--- src/rtl/segment_scan_arbiter_if.sv ---
// ---------------------------------------------------------------------------
// segment_scan_arbiter_if
//   Bundles the display-arbiter signals between the two digit sources and the
//   4-digit common-anode seven-segment display.
//
//   a_segments   [3:0][7:0] source A cathode patterns, active-low, [0] = rightmost
//   b_segments   [3:0][7:0] source B cathode patterns, same encoding
//   b_req        request to show source B (pulse or level)
//   dim          [1:0] brightness select, present only with SEG_DIM_EN
//   b_active     source B currently selected
//   frame_start  one-cycle pulse on the first cycle of every frame
//   an           [3:0] anode enables, active-low
//   ca           [7:0] cathodes, active-low, bit 7 = decimal point
//
//   Modports: master drives sources/request and observes the display;
//             slave is the arbiter itself.
//   Optional feature macro: SEG_DIM_EN (adds the dim signal).
// ---------------------------------------------------------------------------
interface segment_scan_arbiter_if;
  logic [3:0][7:0] a_segments;
  logic [3:0][7:0] b_segments;
  logic            b_req;
  logic            b_active;
  logic            frame_start;
  logic [3:0]      an;
  logic [7:0]      ca;
`ifdef SEG_DIM_EN
  logic [1:0]      dim;

  modport master (
    output a_segments, b_segments, b_req, dim,
    input  b_active, frame_start, an, ca
  );

  modport slave (
    input  a_segments, b_segments, b_req, dim,
    output b_active, frame_start, an, ca
  );
`else
  modport master (
    output a_segments, b_segments, b_req,
    input  b_active, frame_start, an, ca
  );

  modport slave (
    input  a_segments, b_segments, b_req,
    output b_active, frame_start, an, ca
  );
`endif
endinterface

--- src/rtl/segment_scan_arbiter.sv ---
// ---------------------------------------------------------------------------
// segment_scan_arbiter
//   Owns a 4-digit common-anode seven-segment display and shares it between
//   source A (measurement digits) and source B (status digits shown on request
//   for HOLD_FRAMES frames). Digits are time-multiplexed; every digit slot is
//   preceded by an all-off blanking interval to suppress ghosting. The source
//   and its four digit patterns are captured once per frame, so a frame never
//   shows a mix of old and new data.
//
//   Ports
//     clk      clock
//     resetn   asynchronous, active-low reset
//     bus      segment_scan_arbiter_if.slave:
//                a_segments, b_segments, b_req (and dim with SEG_DIM_EN) in;
//                b_active, frame_start, an, ca out (all registered)
//
//   Parameters
//     ON_CYCLES     cycles a digit is driven per slot (>=1)
//     BLANK_CYCLES  cycles all anodes are off before each digit (>=1)
//     HOLD_FRAMES   frames source B stays selected after its last request (>=1)
//
//   Optional feature macro: SEG_DIM_EN
//     Adds bus.dim, captured at each frame boundary. Within an ON phase the
//     digit is lit only for the first ON_CYCLES>>dim cycles; slot and frame
//     timing are unchanged.
// ---------------------------------------------------------------------------
module segment_scan_arbiter #(
  parameter int ON_CYCLES    = 10_000,
  parameter int BLANK_CYCLES = 100,
  parameter int HOLD_FRAMES  = 2_500
) (
  input  logic                  clk,
  input  logic                  resetn,
  segment_scan_arbiter_if.slave bus
);

  localparam int SLOT_MAX = (ON_CYCLES > BLANK_CYCLES) ? ON_CYCLES : BLANK_CYCLES;
  localparam int CNT_W    = $clog2(SLOT_MAX + 1);
  localparam int HOLD_W   = $clog2(HOLD_FRAMES + 1);

  localparam logic [CNT_W-1:0]  ON_LAST     = CNT_W'(ON_CYCLES - 1);
  localparam logic [CNT_W-1:0]  BLANK_LAST  = CNT_W'(BLANK_CYCLES - 1);
  localparam logic [HOLD_W-1:0] HOLD_RELOAD = HOLD_W'(HOLD_FRAMES - 1);

  typedef enum logic {PH_BLANK, PH_ON} phase_e;
  typedef enum logic {SRC_A, SRC_B}    src_e;

  // Scan state
  phase_e           phase_q, phase_d;
  logic [1:0]       digit_q, digit_d;
  logic [CNT_W-1:0] cnt_q,   cnt_d;
  logic             started_q;
  logic             boundary;

  // Source selection state
  src_e             sel_q,     sel_d;
  logic [HOLD_W-1:0] hold_q,   hold_d;
  logic             pending_q, pending_d;
  logic [3:0][7:0]  snap_q,    snap_d;

  // Registered display outputs
  logic [3:0]       an_q, an_d;
  logic [7:0]       ca_q, ca_d;
  logic             fs_q;
  logic             drive;

`ifdef SEG_DIM_EN
  localparam int unsigned ON_U = ON_CYCLES;
  logic [1:0]       dim_q, dim_d;
`endif

  // ------------------------------------------------------------------------
  // Scan sequencer: digit 0..3, each BLANK then ON. The first edge after
  // reset release is treated as a frame boundary so the first frame captures
  // a fresh snapshot; the scan position itself stays at digit 0 BLANK count 0.
  // ------------------------------------------------------------------------
  always_comb begin
    phase_d  = phase_q;
    digit_d  = digit_q;
    cnt_d    = cnt_q;
    boundary = 1'b0;
    if (!started_q) begin
      boundary = 1'b1;
      phase_d  = PH_BLANK;
      digit_d  = 2'd0;
      cnt_d    = '0;
    end else if (phase_q == PH_BLANK) begin
      if (cnt_q == BLANK_LAST) begin
        phase_d = PH_ON;
        cnt_d   = '0;
      end else begin
        cnt_d = cnt_q + 1'b1;
      end
    end else begin
      if (cnt_q == ON_LAST) begin
        phase_d  = PH_BLANK;
        cnt_d    = '0;
        digit_d  = digit_q + 2'd1;  // 3 wraps to 0
        boundary = (digit_q == 2'd3);
      end else begin
        cnt_d = cnt_q + 1'b1;
      end
    end
  end

  // ------------------------------------------------------------------------
  // Source selection. Requests arriving mid-frame are remembered in pending;
  // a request sampled on the boundary edge itself is honoured right there.
  // Every honoured request reloads the hold counter, which gives retrigger.
  // The snapshot follows the newly selected source, not the old one.
  // ------------------------------------------------------------------------
  always_comb begin
    sel_d     = sel_q;
    hold_d    = hold_q;
    pending_d = pending_q | bus.b_req;
    snap_d    = snap_q;
`ifdef SEG_DIM_EN
    dim_d     = dim_q;
`endif
    if (boundary) begin
      pending_d = 1'b0;
      if (pending_q | bus.b_req) begin
        sel_d  = SRC_B;
        hold_d = HOLD_RELOAD;
      end else if (sel_q == SRC_B) begin
        if (hold_q == '0) begin
          sel_d = SRC_A;
        end else begin
          hold_d = hold_q - 1'b1;
        end
      end
      snap_d = (sel_d == SRC_B) ? bus.b_segments : bus.a_segments;
`ifdef SEG_DIM_EN
      dim_d  = bus.dim;
`endif
    end
  end

  // ------------------------------------------------------------------------
  // Output decode from the next scan position so an/ca are registered and
  // line up with the phase they belong to. The snapshot never changes on an
  // edge that enters an ON phase, so the current snapshot is the right one.
  // ------------------------------------------------------------------------
  always_comb begin
`ifdef SEG_DIM_EN
    // Lit only for the leading ON_CYCLES>>dim cycles of the ON phase.
    drive = (32'(cnt_d) < (ON_U >> dim_q));
`else
    drive = 1'b1;
`endif
    an_d = 4'hF;
    ca_d = 8'hFF;
    if (phase_d == PH_ON && drive) begin
      an_d = ~(4'b0001 << digit_d);
      ca_d = snap_q[digit_d];
    end
  end

  // ------------------------------------------------------------------------
  // State and output registers
  // ------------------------------------------------------------------------
  always_ff @(posedge clk or negedge resetn) begin
    if (!resetn) begin
      phase_q   <= PH_BLANK;
      digit_q   <= 2'd0;
      cnt_q     <= '0;
      started_q <= 1'b0;
      sel_q     <= SRC_A;
      hold_q    <= '0;
      pending_q <= 1'b0;
      snap_q    <= {4{8'hFF}};
      an_q      <= 4'hF;
      ca_q      <= 8'hFF;
      fs_q      <= 1'b0;
`ifdef SEG_DIM_EN
      dim_q     <= 2'd0;
`endif
    end else begin
      phase_q   <= phase_d;
      digit_q   <= digit_d;
      cnt_q     <= cnt_d;
      started_q <= 1'b1;
      sel_q     <= sel_d;
      hold_q    <= hold_d;
      pending_q <= pending_d;
      snap_q    <= snap_d;
      an_q      <= an_d;
      ca_q      <= ca_d;
      fs_q      <= boundary;
`ifdef SEG_DIM_EN
      dim_q     <= dim_d;
`endif
    end
  end

  assign bus.an          = an_q;
  assign bus.ca          = ca_q;
  assign bus.frame_start = fs_q;
  assign bus.b_active    = (sel_q == SRC_B);

endmodule
--- src/flat_wrapper.sv ---
// flat-port wrapper written by rule: the top's interface ports become plain ports
module segment_scan_arbiter_flat 
#(
  parameter int ON_CYCLES    = 10_000,
  parameter int BLANK_CYCLES = 100,
  parameter int HOLD_FRAMES  = 2_500
)
  (clk, resetn, bus_a_segments, bus_b_segments, bus_b_req, bus_b_active, bus_frame_start, bus_an, bus_ca);
  segment_scan_arbiter_if bus_i ();
  input  logic clk;
  input  logic resetn;
  input wire logic [$bits(bus_i.a_segments)-1:0] bus_a_segments;
  input wire logic [$bits(bus_i.b_segments)-1:0] bus_b_segments;
  input wire logic [$bits(bus_i.b_req)-1:0] bus_b_req;
  output wire logic [$bits(bus_i.b_active)-1:0] bus_b_active;
  output wire logic [$bits(bus_i.frame_start)-1:0] bus_frame_start;
  output wire logic [$bits(bus_i.an)-1:0] bus_an;
  output wire logic [$bits(bus_i.ca)-1:0] bus_ca;
  assign bus_i.a_segments = bus_a_segments;
  assign bus_i.b_segments = bus_b_segments;
  assign bus_i.b_req = bus_b_req;
  assign bus_b_active = bus_i.b_active;
  assign bus_frame_start = bus_i.frame_start;
  assign bus_an = bus_i.an;
  assign bus_ca = bus_i.ca;
  segment_scan_arbiter #(.ON_CYCLES(ON_CYCLES), .BLANK_CYCLES(BLANK_CYCLES), .HOLD_FRAMES(HOLD_FRAMES)) u_core (.clk(clk), .resetn(resetn), .bus(bus_i));
endmodule
--- config.mk ---
export PLATFORM = sky130hd
export DESIGN_NAME = segment_scan_arbiter_flat
export DESIGN_NICKNAME = d
export VERILOG_FILES = /design/src/rtl/segment_scan_arbiter_if.sv /design/src/rtl/segment_scan_arbiter.sv /design/src/flat_wrapper.sv
export SDC_FILE = /design/constraint.sdc
export NUM_CORES = 1
export LEC_CHECK = 0
export ABC_AREA = 1
export BUFFER_PORTS_ARGS = -buffer_cell sky130_fd_sc_hd__buf_4
export CORE_ASPECT_RATIO = 1.5
export CORE_MARGIN = 1.5
export CORE_UTILIZATION = 50
export DETAILED_ROUTE_END_ITERATION = 6
export GPL_ROUTABILITY_DRIVEN = 1
export PLACE_DENSITY = 0.8
export SLEW_MARGIN = 10
export SYNTH_ARGS = -nofsm -noshare
export SYNTH_HDL_FRONTEND = slang
export SYNTH_SLANG_ARGS = --single-unit
--- constraint.sdc ---
create_clock -name clk -period 1.8 [get_ports clk]
set_clock_uncertainty 0.05 [all_clocks]
set_input_delay 0.09 -clock clk [delete_from_list [all_inputs] [get_ports clk]]
set_output_delay 0.09 -clock clk [all_outputs]
set_load 0.005 [all_outputs]
### Word-level counts from Yosys, hierarchy flattened

Cells that the tools add are included.

* input bits: 67
* bits in registers: 77
* output and inout port bits: 14
* logic and storage cells: 55

* bitwise operators: 2
* order comparisons: 1
* muxes and demuxes: 27
* equality and inequality tests: 4
* reduce and logical (&&, ||, !) cells: 3
* add/subtract/negate cells: 3
* shifts and indexed selects: 1

Operators by type and width (count)
* $mux 14: 4
* $mux 12: 3
* $mux 32: 1
* $bmux 8 s2: 1
* $mux 8: 2
* $add 14x1->14 const B: 1
* $eq 14x14->1 const B: 1
* $eq 14x7->1 const B: 1
* $logic_not 12->1: 1
* $mux 1: 12
* $sub 12x1->12 const B: 1
* $mux 2: 3
* $mux 4: 1
* $not 4->4: 1
* $shl 1x2->4 const A: 1
* $lt 2x3->1 const B: 1
* $reduce_and 3->1: 1
* $add 2x1->2 const B: 1
* $eq 2x2->1 const B: 1
* $ne 2x1->1 const B: 1
* $reduce_bool 2->1: 1
* $or 1x1->1: 1

### Depth between registers and ports, before layout

* depth after elaboration: 7
* gate-level depth with buffers: 12
* depth with buffers taken out: 11

### Worst setup path before layout

OpenSTA, ideal clock, no wires.

* path kind: register -> register
* start point: register u_core.hold_q[0]
* end point: register u_core.snap_q[15] (netlist name)
* library setup time: 0.072 ns
* setup slack: 0.119 ns
* required time: 1.678 ns
* clock period less this slack: 1.681 ns
* cell stages (with the launch flop): 10
* data arrival time: 1.559 ns
* path buffers: 1
* path through: dfrtp_1 inv_1 ha_1 nand2_1 nor2_2 nand3_2 nand2_4 buf_2 o21ai_1 o21ai_1

* cells in the longest elaborated chain, start to end: 6

Ends and longest elaborated chain
* from (decl): line segment_scan_arbiter.sv:57 `logic [HOLD_W-1:0] hold_q, hold_d;`
* from (signal assigned): line segment_scan_arbiter.sv:184 `hold_q <= hold_d;`
* $logic_not 12->1: line segment_scan_arbiter.sv:126 `if (hold_q == '0) begin`
* $mux 1: line segment_scan_arbiter.sv:126
* $mux 1: line segment_scan_arbiter.sv:125 `end else if (sel_q == SRC_B) begin`
* $mux 1: line segment_scan_arbiter.sv:122 `if (pending_q | bus.b_req) begin`
* $mux 1: line segment_scan_arbiter.sv:120 `if (boundary) begin`
* $mux 32: line segment_scan_arbiter.sv:132 `snap_d = (sel_d == SRC_B) ? bus.b_segments : bus.a_segments;`
* to (signal assigned): line segment_scan_arbiter.sv:171 `snap_q <= {4{8'hFF}};`
* to (signal assigned): line segment_scan_arbiter.sv:186 `snap_q <= snap_d;`
* to (decl): line segment_scan_arbiter.sv:59 `logic [3:0][7:0] snap_q, snap_d;`

No other way between the ends. The select of a mux whose other input is x is not followed.
A chain may end at the register's enable or synchronous reset.

### Final worst setup path

* start point: register u_core.cnt_q[7]
* end point: register u_core.hold_q[8]

* cells in the longest elaborated chain, start to end: 5

Ends and longest elaborated chain
* from (decl): line segment_scan_arbiter.sv:51 `logic [CNT_W-1:0] cnt_q, cnt_d;`
* from (signal assigned): line segment_scan_arbiter.sv:181 `cnt_q <= cnt_d;`
* $eq 14x14->1: line segment_scan_arbiter.sv:95 `if (cnt_q == ON_LAST) begin`
* $mux 1: line segment_scan_arbiter.sv:95
* $mux 1: line segment_scan_arbiter.sv:87 `end else if (phase_q == PH_BLANK) begin`
* $mux 1: line segment_scan_arbiter.sv:82 `if (!started_q) begin`
* $reduce_and 3->1 (no source line)

No other way between the ends.

==> reports/metrics.sh <==
DRT_DRC_VIOLATIONS_LEFT=0
CPMOSTUSEDCELL='sky130_fd_sc_hd__nand2_4'
NET_COUNT_OF_THE_MAPPED_NETLIST=569
IO_PINS=81
FIRST_PASS_GRT_WIRE_LENGTH_UM=19900
SYNTH.YOSYS.SEQ_AREA_SHARE=0.483
DIEWIDTH_UM=76.9
CELL_WITH_THE_LARGEST_STAGE_DELAY_ON_THE_WORST_PATH='sky130_fd_sc_hd__dfrtp_1'
PLACE_CONGESTION=0.886
TOTAL_POWER_mW=4.81
TRITONCTS='yes'
POWER_DENSITY_mW_PER_MM2=814
DRV_CAP=0
LAYOUT-DRIVE-GT1-SHARE=0.319
TRITONCTS.NUM_BUFFERS=9
SYNTHCELLS=499
SYNTH-SEQ-CELLS=77
FIN_CRIT_SH=0.979
GROUTE.USAGE.OVERALL=0.294
FINAL.MIN_CLOCK_PERIOD_NS=1.76
CRITPATHCAPTURETYPE='register'
NUM_ANTENNA_CELLS=0
WORST_PATH_DOMINANT_CELL_FAMILY='simple AND/OR/NAND/NOR gates'
AREA.GROWTH.SYNTH_TO_FINAL_PCT=44.2
ROUTE.ANTENNA.REMAINING_NETS=0
ROUTE.MET3.WL_UM=764
CRITICAL_PATH.N_BUFFERS_INVERTERS=1
PLACE.DETAILED.HPWL_UM=7460
AVGVIACOUNTPERCELL=5.45
RUN_STATUS='finished, final reports clean'
SYNTH.MUX.AREA_FRACTION=0
GRT_REMAINING_OVERFLOW=0
SYNTH_FA_HA_AREA_FRAC=0.00915
VDD_IR_DROP_MAX_uV=654
POWER_LEAKAGE_nW=2.64
IO_PORT_BUFS=80
CLK_PIN_SLEW_WORST_PATHS_NS=0.06
NUMBER_OF_SYNTHESIZED_FLOPS_WITH_AN_ENABLE_PIN=0
SIMPLE_GATE_SHARE_OF_THE_SYNTHESIZED_AREA=0.267
UTILIZATION=0.738
GRT_MAX_DEGREE=62
WIRE_PER_INST_UM=16.4
FIRST_DRT_PASS_ITERATION_COUNT=5
SYNTHFLOPTYPE='sky130_fd_sc_hd__dfstp_2'
INITIAL_UTILIZATION=0.512
HOLD-WORST-SLACK_NS=0.00151
YS.WARNINGS.COUNT=0
CTS.HTREE.LEVELS=3
TOP_SIGNAL_LAYER_USED='met4'
TIMING_HOLD_VIOLATIONS_FINAL=0
SYNTH_TOP_FAMILY_BY_AREA='simple AND/OR/NAND/NOR gates'
NETLIST-CELL-TYPE-COUNT=34
SYNTH_COMPOUND_GATE_AREA_SHARE=0.144
WORSTPATHARRIVAL_NS=1.96
CRIT_PATH_MAX_FANOUT=6
M1WIRELENGTH_UM=4500
PINS_OVER_THEIR_SLEW_LIMIT=0
MAXCLOCKFREQUENCY_MHz=568
ASYNC_FLOP_SHARE=1.00
DRT_FIRST_ITER_VIOLATIONS=284
MULTI_INPUT_AREA_MM2=0.00193
WL_MET2_UM=6620
LAYOUT.FILLER_CELLS=569
NUM-NETS-FINAL=723
AVGSYNTHCELLAREA_UM2=8.22
WORSTHOLDPATHTYPE='input pin to register'
SYNTH_XOR_AREA_FRAC=0.0320
CORE-AREA_MM2=0.00801
CRITPATHMAXSTAGEDELAY_NS=0.38
LAYOUT.AREA.SEQ_MM2=0.00198
DRT-TOTAL-WL_UM=12500
FIRST_GLOBAL_VIAS=4271
CRITICAL_PATH_CLASS='register to register'
CLOCKBUFFERDEPTH=2
PLACEMENTROWS=40
GRT_SETUP_UNREPAIRED='yes'
FLOORPLAN.DIE.HEIGHT_UM=114
DIE_AREA_MM2=0.00876
CLOCK_ROOT_CELL='sky130_fd_sc_hd__clkbuf_16'
NUM_VIAS=4155
FINAL-SETUP-VIOL-COUNT=0
PATH_CELLS='nor2_1, nand2_1, nor2_4, nand2_4, nand2_4, o21ai_4, nor2_8, buf_4, o21ai_0, o21ai_1'
CP.REQUIRED_NS=2.00
CLK_SINK_COUNT=77
SYNTHESIS.AREA_MM2=0.00410
WORSTSKEWPAIRLATENCY_NS=0.34
GRT_ANTENNA_BEFORE_REPAIR=0
CRITICAL_PATH_SOURCE_TYPE='register'
## logic make-up (layout without fill, tap and decap cells)
logic type      Yosys count  after routing
simple gates            235            235
flops                    77             77
fa+ha+maj                 3              3
xor+xnor                 15             15
other cells               1              1
compound gates          115            115
buf+inv                  53            212
## path summary, 6_finish.rpt
kind                       depth (start not counted)  slack [ns]                         start                               end
hold reg to reg                                    2        0.43  u_core.snap_q[4]$_DFFE_PN1P_      u_core.snap_q[4]$_DFFE_PN1P_
hold / removal                                     3       0.002            bus_b_segments[26]     u_core.snap_q[26]$_DFFE_PN1P_
max in group asynchronous                          3        0.93                        resetn        u_core.bus.ca[6]$_DFF_PN1_
setup reg to reg                                  10        0.04     u_core.cnt_q[7]$_DFF_PN0_      u_core.hold_q[8]$_DFFE_PN0P_
setup / recovery                                  10        0.04     u_core.cnt_q[7]$_DFF_PN0_      u_core.hold_q[8]$_DFFE_PN0P_
min in group asynchronous                          2        0.13                        resetn  u_core.bus.frame_start$_DFF_PN0_
## report_power, final
part	total (mW)	switching (mW)	leakage, nW	internal (mW)
Combinational	0.805	0.422	1.59	0.383
Clock	1.92	0.689	0.154	1.23
Sequential	2.08	0.119	0.896	1.96
## metrics by stage
stage	cells	area [um^2]	setup slack [ns]	setup TNS, ns
after floorplan	499	4100	0.119	0
after global placement	686	4900	0.00462	0
after detailed placement	686	4900	-0.0759	-0.726
after CTS	756	5780	0.0296	0
after global routing	763	5910	-0.0577	-0.590
final	763	5910	0.0379	0
## registers in the layout (all words and copies together) (netlist names)
signal	flops
u_core.snap_q	32
u_core.phase_q	1
u_core.bus.ca	8
u_core.bus.an	4
u_core.digit_q	2
u_core.bus.b_active	1
u_core.cnt_q	14
u_core.pending_q	1
u_core.started_q	1
u_core.bus.frame_start	1
u_core.hold_q	12
## worst register-to-register path, delay by kind of cell, from the launching register on
kind            cells  cell delay, ns
simple gates        6            0.80
buf+inv             1            0.14
compound gates      3            0.32
flops               1            0.38
## layout by cell type (no fill, tap or decap), types with 2 or more instances in the layout
cell,n
sky130_fd_sc_hd__buf_4,108
sky130_fd_sc_hd__nor2_2,5
sky130_fd_sc_hd__nand3_1,23
sky130_fd_sc_hd__nor2_4,4
sky130_fd_sc_hd__nor3_1,7
sky130_fd_sc_hd__dfrtp_1,33
sky130_fd_sc_hd__dlygate4sd3_1,52
sky130_fd_sc_hd__clkbuf_16,10
sky130_fd_sc_hd__inv_2,4
sky130_fd_sc_hd__nand3_4,4
sky130_fd_sc_hd__nand3_2,2
sky130_fd_sc_hd__xnor2_1,3
sky130_fd_sc_hd__nor2_1,38
sky130_fd_sc_hd__buf_6,3
sky130_fd_sc_hd__ha_2,2
sky130_fd_sc_hd__nand4_1,20
sky130_fd_sc_hd__nand2_2,6
sky130_fd_sc_hd__o21ai_0,17
sky130_fd_sc_hd__clkbuf_1,2
sky130_fd_sc_hd__clkbuf_8,2
sky130_fd_sc_hd__o21ai_1,61
sky130_fd_sc_hd__inv_1,23
sky130_fd_sc_hd__dfstp_2,44
sky130_fd_sc_hd__nand2_1,119
sky130_fd_sc_hd__buf_12,3
sky130_fd_sc_hd__xor2_1,12
sky130_fd_sc_hd__nand2_4,4
sky130_fd_sc_hd__a21oi_1,33
## synth_stat cells, types with 3 or more instances
cell type                  number  area [um^2]
sky130_fd_sc_hd__nand2_1      123          462
sky130_fd_sc_hd__o21ai_1       59          295
sky130_fd_sc_hd__dfstp_2       44         1160
sky130_fd_sc_hd__nor2_1        42          158
sky130_fd_sc_hd__a21oi_1       34          170
sky130_fd_sc_hd__dfrtp_1       33          826
sky130_fd_sc_hd__inv_1         26         97.6
sky130_fd_sc_hd__nand3_1       25          125
sky130_fd_sc_hd__nand4_1       20          125
sky130_fd_sc_hd__o21ai_0       19         95.1
sky130_fd_sc_hd__xor2_1        12          105
sky130_fd_sc_hd__clkbuf_1      11         41.3
sky130_fd_sc_hd__nor3_1         8         40.0
sky130_fd_sc_hd__buf_6          5         56.3
sky130_fd_sc_hd__buf_4          4         30.0
sky130_fd_sc_hd__nand2_4        4         45.0
sky130_fd_sc_hd__buf_2          3         15.0
sky130_fd_sc_hd__ha_1           3         37.5
sky130_fd_sc_hd__nor2_2         3         18.8
sky130_fd_sc_hd__xnor2_1        3         26.3
## timing repair
| action | CTS | global route |
|---|---|---|
| cloned | 0 | 0 |
| buffers inserted | 3 | 6 |
| endpoints found under the setup margin | 42 | 66 |
| hold endpoints to repair | 70 | 1 |
| gates resized for setup | 6 | 22 |
| pin swaps | 3 | 8 |
| hold buffers | 51 | 1 |
## routing by layer
layer | vias up | track usage
li1 | 1975 | -
met1 | 1927 | 0.320
met5 | - | 0
met4 | 0 | 0.160
met3 | 49 | 0.0568
met2 | 204 | 0.532
## layout make-up
cell class,instances,area share
clock inverter,2,0.00635
multi-input combinational,369,0.326
clock buffer,14,0.0483
tap,105,0.0222
inverter,30,0.0205
timing repair buffer,166,0.241
sequential,77,0.335
(Power assumes the default switching activity.)
